`config.mk`:
```
export PLATFORM = sky130hd
export DESIGN_NAME = arb_mux_reg
export DESIGN_NICKNAME = d
export VERILOG_FILES = /design/src/rtl/arb_mux_reg.sv
export SDC_FILE = /design/constraint.sdc
export NUM_CORES = 1
export LEC_CHECK = 0
export ABC_AREA = 1
export CORE_AREA = 2 2 60 67
export CTS_BUF_LIST = sky130_fd_sc_hd__clkbuf_16
export DETAILED_ROUTE_END_ITERATION = 10
export DIE_AREA = 0 0 62 69
export PLACE_DENSITY_LB_ADDON = 0.1
export SYNTH_ARGS = -nofsm -noshare
export SYNTH_HDL_FRONTEND = slang
export SYNTH_SLANG_ARGS = --single-unit
```
`constraint.sdc`:
```
create_clock -name clk -period 1.9 [get_ports clk]
set_input_delay 0.19 -clock clk [delete_from_list [all_inputs] [get_ports clk]]
set_output_delay 0.19 -clock clk [all_outputs]
set_load 0.005 [all_outputs]
```
`src/rtl/arb_mux_reg.sv`:
```
// arb_mux_reg
//   Picks one of NCH valid/ready input channels each cycle and registers the
//   selected word into a single output register that feeds a valid/ready
//   downstream. The register reloads whenever it is empty or being drained,
//   so back-to-back words flow at one per cycle with no bubble.
//
//   MODE 0 : round-robin. ptr names the highest-priority channel; after a
//            transfer from channel k, ptr moves to k+1 (wrapping).
//   MODE 1 : fixed priority, lowest index wins, no priority state.
//
// Ports
//   clk        sole clock, rising edge
//   reset      synchronous, active-high
//   in_data    NCH*WIDTH  channel i at [i*WIDTH +: WIDTH]
//   in_valid   NCH        per-channel request
//   in_ready   NCH        per-channel accept (one-hot or zero)
//   out_data   WIDTH      registered selected word
//   out_valid  1          out_data/out_chan hold a valid word
//   out_ready  1          downstream accept
//   out_chan   clog2(NCH) channel that produced out_data
module arb_mux_reg #(
  parameter int WIDTH = 5,
  parameter int NCH   = 4,
  parameter int MODE  = 0,
  localparam int CW   = $clog2(NCH)
) (
  input  logic                 clk,
  input  logic                 reset,
  input  logic [NCH*WIDTH-1:0] in_data,
  input  logic [NCH-1:0]       in_valid,
  output logic [NCH-1:0]       in_ready,
  output logic [WIDTH-1:0]     out_data,
  output logic                 out_valid,
  input  logic                 out_ready,
  output logic [CW-1:0]        out_chan
);

  logic [CW-1:0] ptr;
  logic [CW-1:0] gnt_idx;
  logic          gnt_any;
  logic          load_en;
  logic [CW:0]   scan_sum;
  logic [CW-1:0] scan_idx;

  assign load_en = !out_valid || out_ready;

  // Scan NCH candidates starting at ptr (round-robin) or at 0 (fixed).
  // The wrap uses a compare-and-subtract so a non-power-of-two NCH needs
  // no divider.
  always_comb begin
    gnt_idx  = '0;
    gnt_any  = 1'b0;
    scan_sum = '0;
    scan_idx = '0;
    for (int j = 0; j < NCH; j++) begin
      if (MODE == 0) begin
        scan_sum = {1'b0, ptr} + (CW+1)'(j);
        if (scan_sum >= (CW+1)'(NCH)) begin
          scan_sum = scan_sum - (CW+1)'(NCH);
        end
      end else begin
        scan_sum = (CW+1)'(j);
      end
      scan_idx = scan_sum[CW-1:0];
      if (!gnt_any && in_valid[scan_idx]) begin
        gnt_any = 1'b1;
        gnt_idx = scan_idx;
      end
    end
  end

  // Reset gates in_ready so nothing is consumed during a reset cycle.
  always_comb begin
    in_ready = '0;
    if (load_en && gnt_any && !reset) begin
      in_ready[gnt_idx] = 1'b1;
    end
  end

  always_ff @(posedge clk) begin
    if (reset) begin
      out_valid <= 1'b0;
      out_data  <= '0;
      out_chan  <= '0;
      ptr       <= '0;
    end else if (load_en) begin
      if (gnt_any) begin
        out_valid <= 1'b1;
        out_data  <= in_data[gnt_idx*WIDTH +: WIDTH];
        out_chan  <= gnt_idx;
        if (MODE == 0) begin
          ptr <= (gnt_idx == CW'(NCH-1)) ? '0 : gnt_idx + CW'(1);
        end
      end else begin
        // Register drains; data and channel keep their last values.
        out_valid <= 1'b0;
      end
    end
  end

endmodule
```
==> impl_results.md, run 1 <==
* DRC errors left at 0
* Area leader, netlist: nand2_1
* H-tree Lvls at 1
* Vias/cell at 4.41
* Synth top cells by count: nand2_1 (56), inv_1 (26), nor2_1 (15), nand2_2 (13)
* Die Y at 69 um
* Power density cells at 1870 nW/um^2
* Status: complete, but fails checks
* Initial antenna violation count at 0
* Layout cell share with drive strength beyond 1 at 45.7%
* Placer Congestion at 0.843
* FF-to-FF End: out_data[4]
* Largest net degree at the start of global routing at 11
* Post-Layout Cell Count at 293
* Peak Freq at 485 MHz
* Placed cell count at 277
* Critical path required time at 1.71 ns
* DR WL/cell at 11.4 um
* Total track usage at 15.6%
* CTS Hold Bufs at 0
* Xor/xnor cell area share of the yosys netlist at 0%
* Synth async-reset ratio at 0%
* Syn nets at 203
* Finish-stage setup viols at 6
* CP Launch Point: ptr[0]
* Area share of the largest cell type after synthesis at 20.1%
* Crit path time final at 2.06 ns
* Fillcell total at 328
* Post-synthesis compound-gate area fraction at 5.99%
* Routed Antenna Nets at 0
* Initial Utilization at 29.0%
* Starting DRT DRC Count at 49
* Layout overhead on the synthesized area at 97.2%
* Synth Area in Simple Gates at 55.3%
* Clk Latency, worst-skew pair at 0.24 ns
* Hold Vio Cnt, Final at 0
* Clock-pin slew on the worst setup and hold paths at 0.04 ns
* Grt total ovfl at 0
* CP endpoint: in_ready[3]
* Most used DFF post-synth: dfxtp_1
* Crit share post-route at 108%
* Setup TNS at -0.686 ns
* Crit end category: primary output
* Reg2Reg Depth at 16
* Number of synthesized flops with an enable pin at 0
* CP arrival at 1.87 ns
* Leakage at 1.07 nW
* DR vias at 1292
* Combinational family with the most area after synthesis: simple AND/OR/NAND/NOR gates
* Clk buf depth at 2
* Core Box Area at 3600 um^2
* Synth Area in Adders at 4.79%
* CTS Sinks at 10
* RSZ-0062 raised after global routing: true
* Sequential share of the synthesized area at 19.2%
* Worst Setup Slack post-DPL at -0.571 ns
* Port Buffer Count at 38
* Most frequent cell after synthesis: nand2_1
* Post-route setup slack at -0.160 ns
* Mapped Cells at 172
* FP Rows at 23
* First-pass GRT wire length at 5.20 mm
* Final wirelength at 3.35 mm
* Hpwl dp at 2.35 mm
* Clock Skews at 0.00365 ns
* Avg Cell Area, Syn at 6.07 um^2
* FF-to-FF Start: ptr[0]
* Worst IR Drop VDD at 0.000926 V
* Worst Tran Pin Value at 0.235 ns
* 1st-pass router iterations at 4
* Die Wd at 62 um
* Post-synthesis register bit count at 10
* Setup CP Type: register to primary output
* Area contributors post-synth: nand2_1 (20%), dfxtp_1 (19%), inv_1 (9.3%)
* Io pins at 39
* Failing checks: negative setup slack
* Cell variety after synth at 21
* Slew HR at 84.2%
* Setup crit start kind: register
* Ys Warns at 0
* Num CTS Buffers at 3
* Multiplexer share of the synthesized area at 0%
* # diodes at 0
* Cell Area, Synth at 1040 um^2
* TritonCTS clock tree: built
* Worst reg2reg setup slack at -0.07 ns
* Slew Limit Fails at 0
* Nets at 275
* Hold WC Path Type: register to register
* CP max FO at 8
* CTS Root Cell: clkbuf_16
* Total of max-cap violations at 0
* Vias in the first global route at 1178
* Die area at 4280 um^2
## registers in the layout, summed over array words and instances, names as in the netlist
| signal | flops |
|---|---|
| out_data | 5 |
| out_chan | 2 |
| out_valid | 1 |
| ptr | 2 |
## cells by family after synthesis
logic type / count (synthesis)
buf+inv: 34
compound gates: 12
simple gates: 112
flops: 10
fa+ha+maj: 4
## metrics by stage
stage	hold WS, ns	util [%]	cell area (um^2)	power (mW)
floorplan	0.259	-	1040	1.67
global placement	0.525	44.5	1600	2.44
global route	0.572	57.3	2060	4.17
CTS	0.546	51.0	1830	3.32
finish	0.538	57.3	2060	3.86
detailed placement	0.535	44.5	1600	2.45
## what timing repair did
item                                    4_1_cts  5_1_grt
endpoints found under the setup margin        5       10
gates resized for setup                      47       55
setup buffers                                 9        5
pin swaps                                    18       24
## cells in the final DEF, fill, tap and decap left out, types with 7 or more instances in the layout
cell and n:
buf_4 22, buf_6 8, clkdlybuf4s50_1 30, dfxtp_1 8
inv_1 20, inv_2 7, nand2_1 41, nand2_2 17
nand2_4 14, nand3_2 11, nor2_1 13
## power breakdown
group / switching (mW) / internal (mW) / total (mW)
Clock: 0.0953 / 0.276 / 0.371
Sequential: 0.0602 / 0.306 / 0.366
Combinational: 1.63 / 1.50 / 3.13
## cell type report
| class | instances | area (um^2) | area share (%) |
|---|---|---|---|
| timing repair buffer | 69 | 646 | 31.3 |
| tap | 50 | 62.6 | 3.04 |
| clock buffer | 3 | 75.1 | 3.64 |
| inverter | 32 | 143 | 6.92 |
| clock inverter | 1 | 3.75 | 0.182 |
| multi-input combinational | 128 | 923 | 44.8 |
| sequential | 10 | 208 | 10.1 |
## worst max-delay path: stages, from the launching register on
cell and delay [ns]:
dfxtp_4 0.37, buf_12 0.16, nand2_4 0.07, nand3_4 0.08
nand2_4 0.08, nor2_8 0.15, nand3_2 0.08, nand3_2 0.06
nand2_2 0.06, buf_6 0.13, inv_8 0.06, ha_4 0.12
inv_2 0.03, nor2_2 0.07, buf_2 0.11
## how the worst min path moves through the flow
stage                start     endpoint  slack (ns)  cells past startpoint
5_1_grt        out_chan[0]  out_chan[0]        0.57                      2
2_1_floorplan        reset       ptr[0]        0.26                      1
3_3_place_gp   out_chan[1]  out_chan[1]        0.53                      2
3_5_place_dp   out_chan[0]  out_chan[0]        0.54                      2
4_1_cts        out_chan[1]  out_chan[1]        0.55                      2
6_report       out_chan[1]  out_chan[1]        0.54                      2
## routing by layer
metal / vias to the layer above / GRT usage [%] / share of wire (%)
met3: 8 / 1.31 / 4.6
met5: - / 0 / 0
met1: 571 / 21.1 / 45
li1: 673 / - / -
met2: 40 / 24.7 / 48
met4: 0 / 6.38 / 1.8
No activity file was read; power rests on OpenSTA's default activity.
==> run 2, diff against run 1 <==
--- a/config.mk
+++ b/config.mk
@@ -8,9 +8,11 @@
 export ABC_AREA = 1
 export CORE_AREA = 2 2 60 67
 export CTS_BUF_LIST = sky130_fd_sc_hd__clkbuf_16
+export CTS_CLUSTER_DIAMETER = 60
 export DETAILED_ROUTE_END_ITERATION = 10
 export DIE_AREA = 0 0 62 69
 export PLACE_DENSITY_LB_ADDON = 0.1
+export SLEW_MARGIN = 10
 export SYNTH_ARGS = -nofsm -noshare
 export SYNTH_HDL_FRONTEND = slang
 export SYNTH_SLANG_ARGS = --single-unit
==> results of run 2 <==
The final DEF is identical to that of run 1; final timing and power are the same.
